### config.mk
export PLATFORM = sky130hd
export DESIGN_NAME = rptr_empty_ctrl
export DESIGN_NICKNAME = d
export VERILOG_FILES = /design/src/rtl/rptr_empty_ctrl.sv
export SDC_FILE = /design/constraint.sdc
export NUM_CORES = 1
export LEC_CHECK = 0
export BUFFER_PORTS_ARGS = -buffer_cell sky130_fd_sc_hd__clkbuf_2
export CAP_MARGIN = 0
export CORE_AREA = 2 2 51 53
export CTS_CLUSTER_DIAMETER = 80
export DETAILED_ROUTE_END_ITERATION = 7
export DIE_AREA = 0 0 53 55
export PLACE_DENSITY = 0.58
export SKIP_CTS_REPAIR_TIMING = 1
export SYNTH_ARGS = -nofsm -noshare
export SYNTH_HDL_FRONTEND = slang
export SYNTH_SLANG_ARGS = --single-unit
### constraint.sdc
create_clock -name rclk -period 2.6 [get_ports rclk]
set_clock_uncertainty 0.05 [all_clocks]
set_input_delay 0.52 -clock rclk [delete_from_list [all_inputs] [get_ports rclk]]
set_output_delay 0.52 -clock rclk [all_outputs]
set_load 0.02 [all_outputs]
### src/rtl/rptr_empty_ctrl.sv
`default_nettype none
// ============================================================================
// Module      : rptr_empty_ctrl
// Description : Read-side pointer controller for an asynchronous FIFO.
//               It holds the binary and Gray read pointers and drives the RAM
//               read address. It compares the next read pointer with the
//               write pointer that has already been synchronised into the
//               read domain. From that comparison it produces registered
//               empty, almost-empty, fill-count and sticky underflow status.
//
// Ports       : rclk          - read clock
//               rrst_n        - asynchronous active-low reset
//               rinc          - pop request; ignored while rempty=1
//               rclr_err      - synchronous clear of runderflow
//               rq2_wptr      - Gray write pointer, synchronised to rclk
//               raddr         - RAM read address (low bits of binary pointer)
//               rptr          - registered Gray read pointer to write domain
//               rempty        - registered empty flag
//               ralmost_empty - registered flag, fill count <= AE_THRESH
//               rcount        - registered read-side fill level
//               runderflow    - sticky flag, read attempted while empty
//
// Revision    : 1.0 - initial release
// ============================================================================
module rptr_empty_ctrl #(
    parameter int ADDR_SIZE = 4,
    parameter int AE_THRESH = 2
) (
    input  logic                 rclk,
    input  logic                 rrst_n,
    input  logic                 rinc,
    input  logic                 rclr_err,
    input  logic [ADDR_SIZE:0]   rq2_wptr,
    output logic [ADDR_SIZE-1:0] raddr,
    output logic [ADDR_SIZE:0]   rptr,
    output logic                 rempty,
    output logic                 ralmost_empty,
    output logic [ADDR_SIZE:0]   rcount,
    output logic                 runderflow
);

    localparam logic [ADDR_SIZE:0] c_AE_THRESH = AE_THRESH[ADDR_SIZE:0];

    logic [ADDR_SIZE:0] r_rbin;
    logic [ADDR_SIZE:0] r_rgray;
    logic               r_empty;
    logic               r_almost_empty;
    logic [ADDR_SIZE:0] r_count;
    logic               r_underflow;

    logic               w_rd_en;
    logic [ADDR_SIZE:0] w_rbin_next;
    logic [ADDR_SIZE:0] w_rgray_next;
    logic [ADDR_SIZE:0] w_wbin_s;
    logic [ADDR_SIZE:0] w_fill;

    // A pop only happens when the registered flag says data is present, so
    // the pointer can never run past the synchronised write pointer.
    assign w_rd_en      = rinc & ~r_empty;
    assign w_rbin_next  = r_rbin + {{ADDR_SIZE{1'b0}}, w_rd_en};
    assign w_rgray_next = (w_rbin_next >> 1) ^ w_rbin_next;

    // Gray-to-binary of the synchronised write pointer: each bit is the XOR
    // of itself and every more-significant Gray bit.
    assign w_wbin_s[ADDR_SIZE] = rq2_wptr[ADDR_SIZE];
    for (genvar gi = ADDR_SIZE - 1; gi >= 0; gi--) begin : g_g2b
        assign w_wbin_s[gi] = w_wbin_s[gi+1] ^ rq2_wptr[gi];
    end

    // Modulo subtraction yields 0..2**ADDR_SIZE because the MSB tracks lap.
    assign w_fill = w_wbin_s - w_rbin_next;

    // Status uses the next-state pointer, so empty asserts on the same edge
    // that consumes the last entry.
    always_ff @(posedge rclk or negedge rrst_n) begin
        if (!rrst_n) begin
            r_rbin         <= '0;
            r_rgray        <= '0;
            r_empty        <= 1'b1;
            r_almost_empty <= 1'b1;
            r_count        <= '0;
            r_underflow    <= 1'b0;
        end else begin
            r_rbin         <= w_rbin_next;
            r_rgray        <= w_rgray_next;
            r_empty        <= (w_rgray_next == rq2_wptr);
            r_almost_empty <= (w_fill <= c_AE_THRESH);
            r_count        <= w_fill;
            // Setting wins over a simultaneous clear so that no event is lost.
            if (rinc && r_empty) begin
                r_underflow <= 1'b1;
            end else if (rclr_err) begin
                r_underflow <= 1'b0;
            end
        end
    end

    assign raddr         = r_rbin[ADDR_SIZE-1:0];
    assign rptr          = r_rgray;
    assign rempty        = r_empty;
    assign ralmost_empty = r_almost_empty;
    assign rcount        = r_count;
    assign runderflow    = r_underflow;

endmodule
`default_nettype wire

## Word level (Yosys, flattened, before mapping)

Index checks and enable logic that the tools add are counted.

- Register bits: 18
- Input bits: 9
- Output and inout port bits: 17
- Logic and storage cells: 21

- Add/sub/neg operators: 2
- Order comparisons: 1
- Equality and inequality tests: 1
- Mux-type cells: 2
- Bitwise gates (word level): 7
- Reduce and logical (&&, ||, !) cells: 2

Operator list:

| cell | number |
|---|---|
| 5-bit by 1-bit adder with 5-bit output | 1 |
| 5-bit equality test | 1 |
| 5-bit by 2-bit <= comparator with 1-bit output, second input constant | 1 |
| 5-bit subtractor | 1 |
| 4-bit by 5-bit XOR with 5-bit output | 1 |
| 1-bit XOR | 4 |
| 1-bit 2-to-1 mux | 2 |
| 2-bit nonzero test | 1 |
| 1-bit bitwise AND | 1 |
| 1-bit logical AND | 1 |
| 1-bit inverter | 1 |

## Longest topological paths before layout

Gate-level depths: netlist of run 1.

- Depth after elaboration: 6
- Mapped depth: 9
- Mapped depth without buffers: 9

## Worst setup path before layout of run 1

OpenSTA, ideal clock, no wires.

- Path kind: input-to-reg
- Start point: input rq2_wptr[4]
- End point: register r_almost_empty, in the netlist ralmost_empty
- Setup time: 105 ps
- Arrival: 2,619 ps
- Data required time: 2,445 ps
- Slack: -173 ps
- Stages: 9
- Path buffers: 0
- Cells stage by stage: xor3_2 -> xor2_1 -> xnor2_1 -> ha_1 -> inv_1 -> fa_1 -> a31oi_1 -> xnor2_1 -> a2111oi_2

- Longest elaborated chain between the ends: 6

Ends and longest elaborated chain:

| what | RTL line | source |
|---|---|---|
| start, declared | 33 | `input logic [ADDR_SIZE:0] rq2_wptr,` |
| 1-bit XOR (4 in series) | 67 | `assign w_wbin_s[gi] = w_wbin_s[gi+1] ^ rq2_wptr[gi];` |
| 5-bit subtractor * | 71 | `assign w_fill = w_wbin_s - w_rbin_next;` |
| net w_fill[4] | 55 | `logic [ADDR_SIZE:0] w_fill;` |
| 5-bit by 2-bit <= comparator with 1-bit output * | 87 | `r_almost_empty <= (w_fill <= c_AE_THRESH);` |
| end signal, assigned | 87 |  |
| end, declared | 47 | `logic r_almost_empty;` |

Mark *: on every way through the listed nets, which the timed path passes. The rest lies on a longest branch.
A chain may end at the register's enable or synchronous reset.

## Worst setup path after layout of run 1

- Start point: input rq2_wptr[2]
- End point: register r_almost_empty, in the netlist ralmost_empty

- Longest elaborated chain between the ends: 5

Ends and longest elaborated chain:

| what | RTL line |
|---|---|
| 1-bit XOR * | 67 |
| 1-bit XOR (2 in series) | 67 |
| 5-bit subtractor * | 71 |
| net w_fill[4] | 55 |
| 5-bit by 2-bit <= comparator with 1-bit output * | 87 |

Marked as above.

==> flow_summary.ini, run 1 <==
[place]
dp_hpwl_um = 1330
io_buffers = 25
place_ws_ns = -0.109
gp_congestion = 0.745
dp_cells = 137

[final_layout]
final_cells = 141
multiInputGateArea_um2 = 453
seq_area_um2 = 428
final_common_cell = clkbuf_2
area_delta_synth_final_pct = 29.4
final.fill_count = 237
drive_gt1_share_pct = 41.4
antenna_cells = 0
final_nets = 128
final_cell_mix = clkbuf_2, xnor2_1, dfrtp_1

[global_routing]
grt_max_degree = 18
overflow = 0
grt_usage_pct = 13.3
grt_first_pass_wirelength_um = 2660
antenna_found_initial = 0
grt_pass1_vias = 602

[min_path]
hold_class = primary input to async pin

[clock_network]
numCtsBuffers = 3
cts_sinks = 17
clockRootBuffer = clkbuf_4
clk_pin_slew_worst_paths_ns = 0.10
cts_tree = yes
clockBufferDepth = 2
worstSkewPairLatency_ns = 0.29
htree_levels = 1

[synth]
synth.avg_cell_area_um2 = 12.5
synthCells = 73
synth_area_um2 = 912
ys_types = 22
synth-seq-cells = 17
synth_area_leaders = dfrtp_1, xnor2_1, ha_1
ys_seq_area_share_pct = 46.9
synth.top_cell.area_share_pct = 41.2
synth_warnings = 0
yosysTopAreaCell = dfrtp_1
syn_nets = 89

[run]
drv_cap = 0

[timing]
slew_viol_final = 0
setup_viol = 0
rsz0062_at_grt = no
period_minus_slack_ns = 2.39
maxSlewHeadroom_pct = 71.2
max_slew.worst_pin.slew_ns = 0.432
fin_ws_ns = 0.214
finalCritPeriodShare_pct = 91.8
max_clock_freq_mhz = 419
hold_viol_final = 0

[die]
chipWidth_um = 53
initial_utilization_pct = 38.6
num_rows = 18
die_h_um = 55
io_pins = 26
dieArea_um2 = 2920
coreArea_um2 = 2360

[worst_setup_path]
critical_path_peak_fanout = 2
endpoint_kind = flop
path_class = primary input to flop
start_kind = primary input
cp.required_ns = 2.74
crit_arrival_ns = 2.53

[detailed_routing]
wl_per_cell_um = 11.7
num_vias = 631
viasPerCell = 4.48
first_pass_iters = 4
ant_nets = 0
drc = 0
routed_wl_um = 1650
drtIter0Drc = 9

[pwr]
irDropWorstVdd_uv = 855
power.density_nw_per_um2 = 1590
power_leakage_nw = 0.593

[status]
status = complete, no violations
## sequential cells by signal (all words and copies together) (netlist names)
| register | cells |
|---|---|
| rcount | 5 |
| r_rbin | 5 |
| rempty | 1 |
| rptr | 4 |
| runderflow | 1 |
| ralmost_empty | 1 |
## report_power, final
part	switching, mW	internal [mW]
registers	0.0907	0.415
clock network	0.0872	0.0572
logic	0.640	0.589
## metal layers
| metal | global-route usage [%] | vias to the layer above | wire length (um) |
|---|---|---|---|
| li1 | - | 318 | - |
| met1 | 17.2 | 291 | 803 |
| met2 | 21.5 | 18 | 749 |
| met3 | 3.23 | 4 | 74 |
| met4 | 5.13 | 0 | 23 |
| met5 | 0 | - | 0 |
## critical path: stages
cell       delay [ns]
clkbuf_2         0.09
xor3_2           0.46
xor2_2           0.20
xnor2_1          0.17
ha_1             0.16
inv_1            0.06
fa_2             0.34
a31oi_1          0.17
xnor2_1          0.12
a2111oi_2        0.23
## path summary, 6_finish.rpt
path,from,end,slack [ns],cells past startpoint
hold reg to reg,rempty,runderflow,0.49,2
setup reg to reg,rempty,ralmost_empty,0.28,9
hold / removal,rrst_n,rptr[0],0.09,1
setup / recovery,rq2_wptr[2],ralmost_empty,0.21,10
max in group asynchronous,rrst_n,rempty,2.07,1
min in group rclk,rclr_err,runderflow,0.37,2
## metrics by stage
| stage | hold slack (ns) | total power, mW | util (%) | cell area, um^2 | setup TNS, ns |
|---|---|---|---|---|---|
| after floorplan | 0.174 | 1.36 | - | 922 | 0 |
| after global placement | 0.431 | 1.74 | 48.7 | 1150 | -0.0389 |
| after detailed placement | 0.439 | 1.76 | 48.7 | 1150 | -0.109 |
| after CTS | 0.107 | 1.91 | 49.9 | 1180 | 0 |
| after global routing | 0.114 | 2.05 | 49.9 | 1180 | 0 |
| final | 0.0934 | 1.88 | 49.9 | 1180 | 0 |
## cell usage after synthesis
library cell  number
xor2_1             6
a21o_1             2
xor3_2             1
a31oi_1            1
xor3_1             1
nand2_1            2
a311oi_1           1
and4b_1            1
a2111oi_2          1
inv_1              7
nand3_1            2
fa_1               1
dfrtp_1           15
nand4_1            1
ha_1               6
and3b_1            1
a21oi_1            2
nor2b_1            2
buf_4              2
dfstp_2            2
o21ai_0            1
xnor2_1           15
## layout make-up
cell class / count / share of cell area [%]
sequential: 17 / 36.3
clock inverter: 1 / 0.424
multi-input combinational: 47 / 38.4
timing repair buffer: 36 / 17.6
clock buffer: 3 / 1.91
inverter: 7 / 2.23
tap: 30 / 3.18
## kinds of logic (layout without fill, tap and decap cells)
| logic type | count (synthesis) | in the layout | synth area share, % |
|---|---|---|---|
| AO/OA/AOI/OAI | 8 | 8 | 6.58 |
| XOR/XNOR | 23 | 23 | 25.5 |
| adder cells (fa/ha/maj) | 7 | 7 | 10.4 |
| buffers and inverters | 9 | 47 | 4.53 |
| flip-flops | 17 | 17 | 46.9 |
| AND/OR/NAND/NOR | 9 | 9 | 6.04 |
Note: power is estimated with default switching activity, not from simulation.
==> inputs of run 2 (changes only) <==
CORE_AREA = 2 2 49 51   (was 2 2 51 53)
CTS_CLUSTER_DIAMETER = 40   (was 80)
DIE_AREA = 0 0 51 53   (was 0 0 53 55)
PLACE_DENSITY = 0.63   (was 0.58)
==> flow_summary.ini, run 2 (synthesis gave the netlist of run 1 again) <==
[clock_network]
htree_levels = 1
worstSkewPairLatency_ns = 0.28
clockBufferDepth = 2
cts_sinks = 17
clockRootBuffer = clkbuf_4
numCtsBuffers = 3
cts_tree = yes
clk_pin_slew_worst_paths_ns = 0.09

[detailed_routing]
drc = 0
drtIter0Drc = 3
num_vias = 630
viasPerCell = 4.53
ant_nets = 0
wl_per_cell_um = 11.7
routed_wl_um = 1630
first_pass_iters = 3

[die]
initial_utilization_pct = 42.5
die_h_um = 53
dieArea_um2 = 2700
coreArea_um2 = 2150
io_pins = 26
chipWidth_um = 51
num_rows = 17

[pwr]
power.density_nw_per_um2 = 1600
irDropWorstVdd_uv = 1010
power_leakage_nw = 0.590

[worst_setup_path]
start_kind = flop
endpoint_kind = flop
crit_arrival_ns = 2.54
worstPathCellList = nor2b_1 -> ha_1 -> nand3_1 -> xor2_1 -> ha_1 -> a21o_1 -> a31oi_1 -> xnor2_1 -> a2111oi_2
critical_path_peak_fanout = 5
slowest_delay_ns = 0.55
cp.required_ns = 2.73
critical-path-top-delay-family = compound AO/OA/AOI/OAI gates
cp_num_buf_inv = 0
path_class = flop to flop
cpMostUsedCell = ha_1
crit_slowest_cell = dfstp_2

[run]
drv_cap = 0

[place]
dp_hpwl_um = 1340
io_buffers = 25
gp_congestion = 0.778
place_ws_ns = -0.102

[timing]
whs_ns = 0.107
max_clock_freq_mhz = 417
setup_viol = 0
slew_viol_final = 0
max_slew.worst_pin.slew_ns = 0.435
period_minus_slack_ns = 2.40
rsz0062_at_grt = no
finalCritPeriodShare_pct = 92.3
maxSlewHeadroom_pct = 71.0
fin_ws_ns = 0.199
hold_viol_final = 0

[global_routing]
grt_max_degree = 18
grt_usage_pct = 14.5
grt_pass1_vias = 614
overflow = 0
grt_first_pass_wirelength_um = 2710
antenna_found_initial = 0

[final_layout]
final_util_pct = 54.7
final_cell_mix = clkbuf_2, xnor2_1, dfrtp_1
drive_gt1_share_pct = 40.5
final_nets = 128
area_delta_synth_final_pct = 28.9
antenna_cells = 0
final_common_cell = clkbuf_2

[min_path]
hold_class = primary input to async pin

[status]
status = complete, no violations
==> run 2: cell types whose count changed in the layout (fill, tap and decap cells not counted) <==
cell      delta
clkbuf_1     +1
clkinv_2     -1
==> run 2: stage by stage <==
step,instances,TNS [ns],power [mW],cell area [um^2]
2_1_floorplan,73,0,1.36,922
3_3_place_gp,135,-0.0356,1.73,1150
3_5_place_dp,135,-0.102,1.76,1150
4_1_cts,139,0,1.91,1180
5_1_grt,139,0,2.05,1180
6_report,139,0,1.88,1180
==> run 2: power breakdown <==
part,total (mW),internal (mW),switching (mW)
clock network,0.138,0.0595,0.0782
registers,0.505,0.415,0.0904
logic,1.24,0.589,0.650
total,1.88,1.06,0.818
==> run 2: metal layers <==
metal  vias up  share of wire (%)  GRT usage, %
met5         -                  0             0
li1        318                  -             -
met3         4                3.5          2.54
met4         0                1.8          10.8
met2        13                 52          23.6
met1       295                 43          17.2
==> run 2: layout make-up <==
cell class,instances,area (um^2)
Clock buffer,4,26.3
Fill cell,193,972
Inverter,7,26.3
Multi-Input combinational cell,47,453
Sequential cell,17,428
Tap cell,28,35.0
Timing Repair Buffer,36,208
==> run 2: path summary, 6_finish.rpt <==
kind	startpoint	to	slack, ns	cells after the start
min	rrst_n	runderflow	0.11	1
max reg2reg	rempty	ralmost_empty	0.20	9
min reg2reg	runderflow	runderflow	0.48	2
min in group rclk	rclr_err	runderflow	0.37	2
max in group asynchronous	rrst_n	ralmost_empty	2.06	1
max	rempty	ralmost_empty	0.20	9
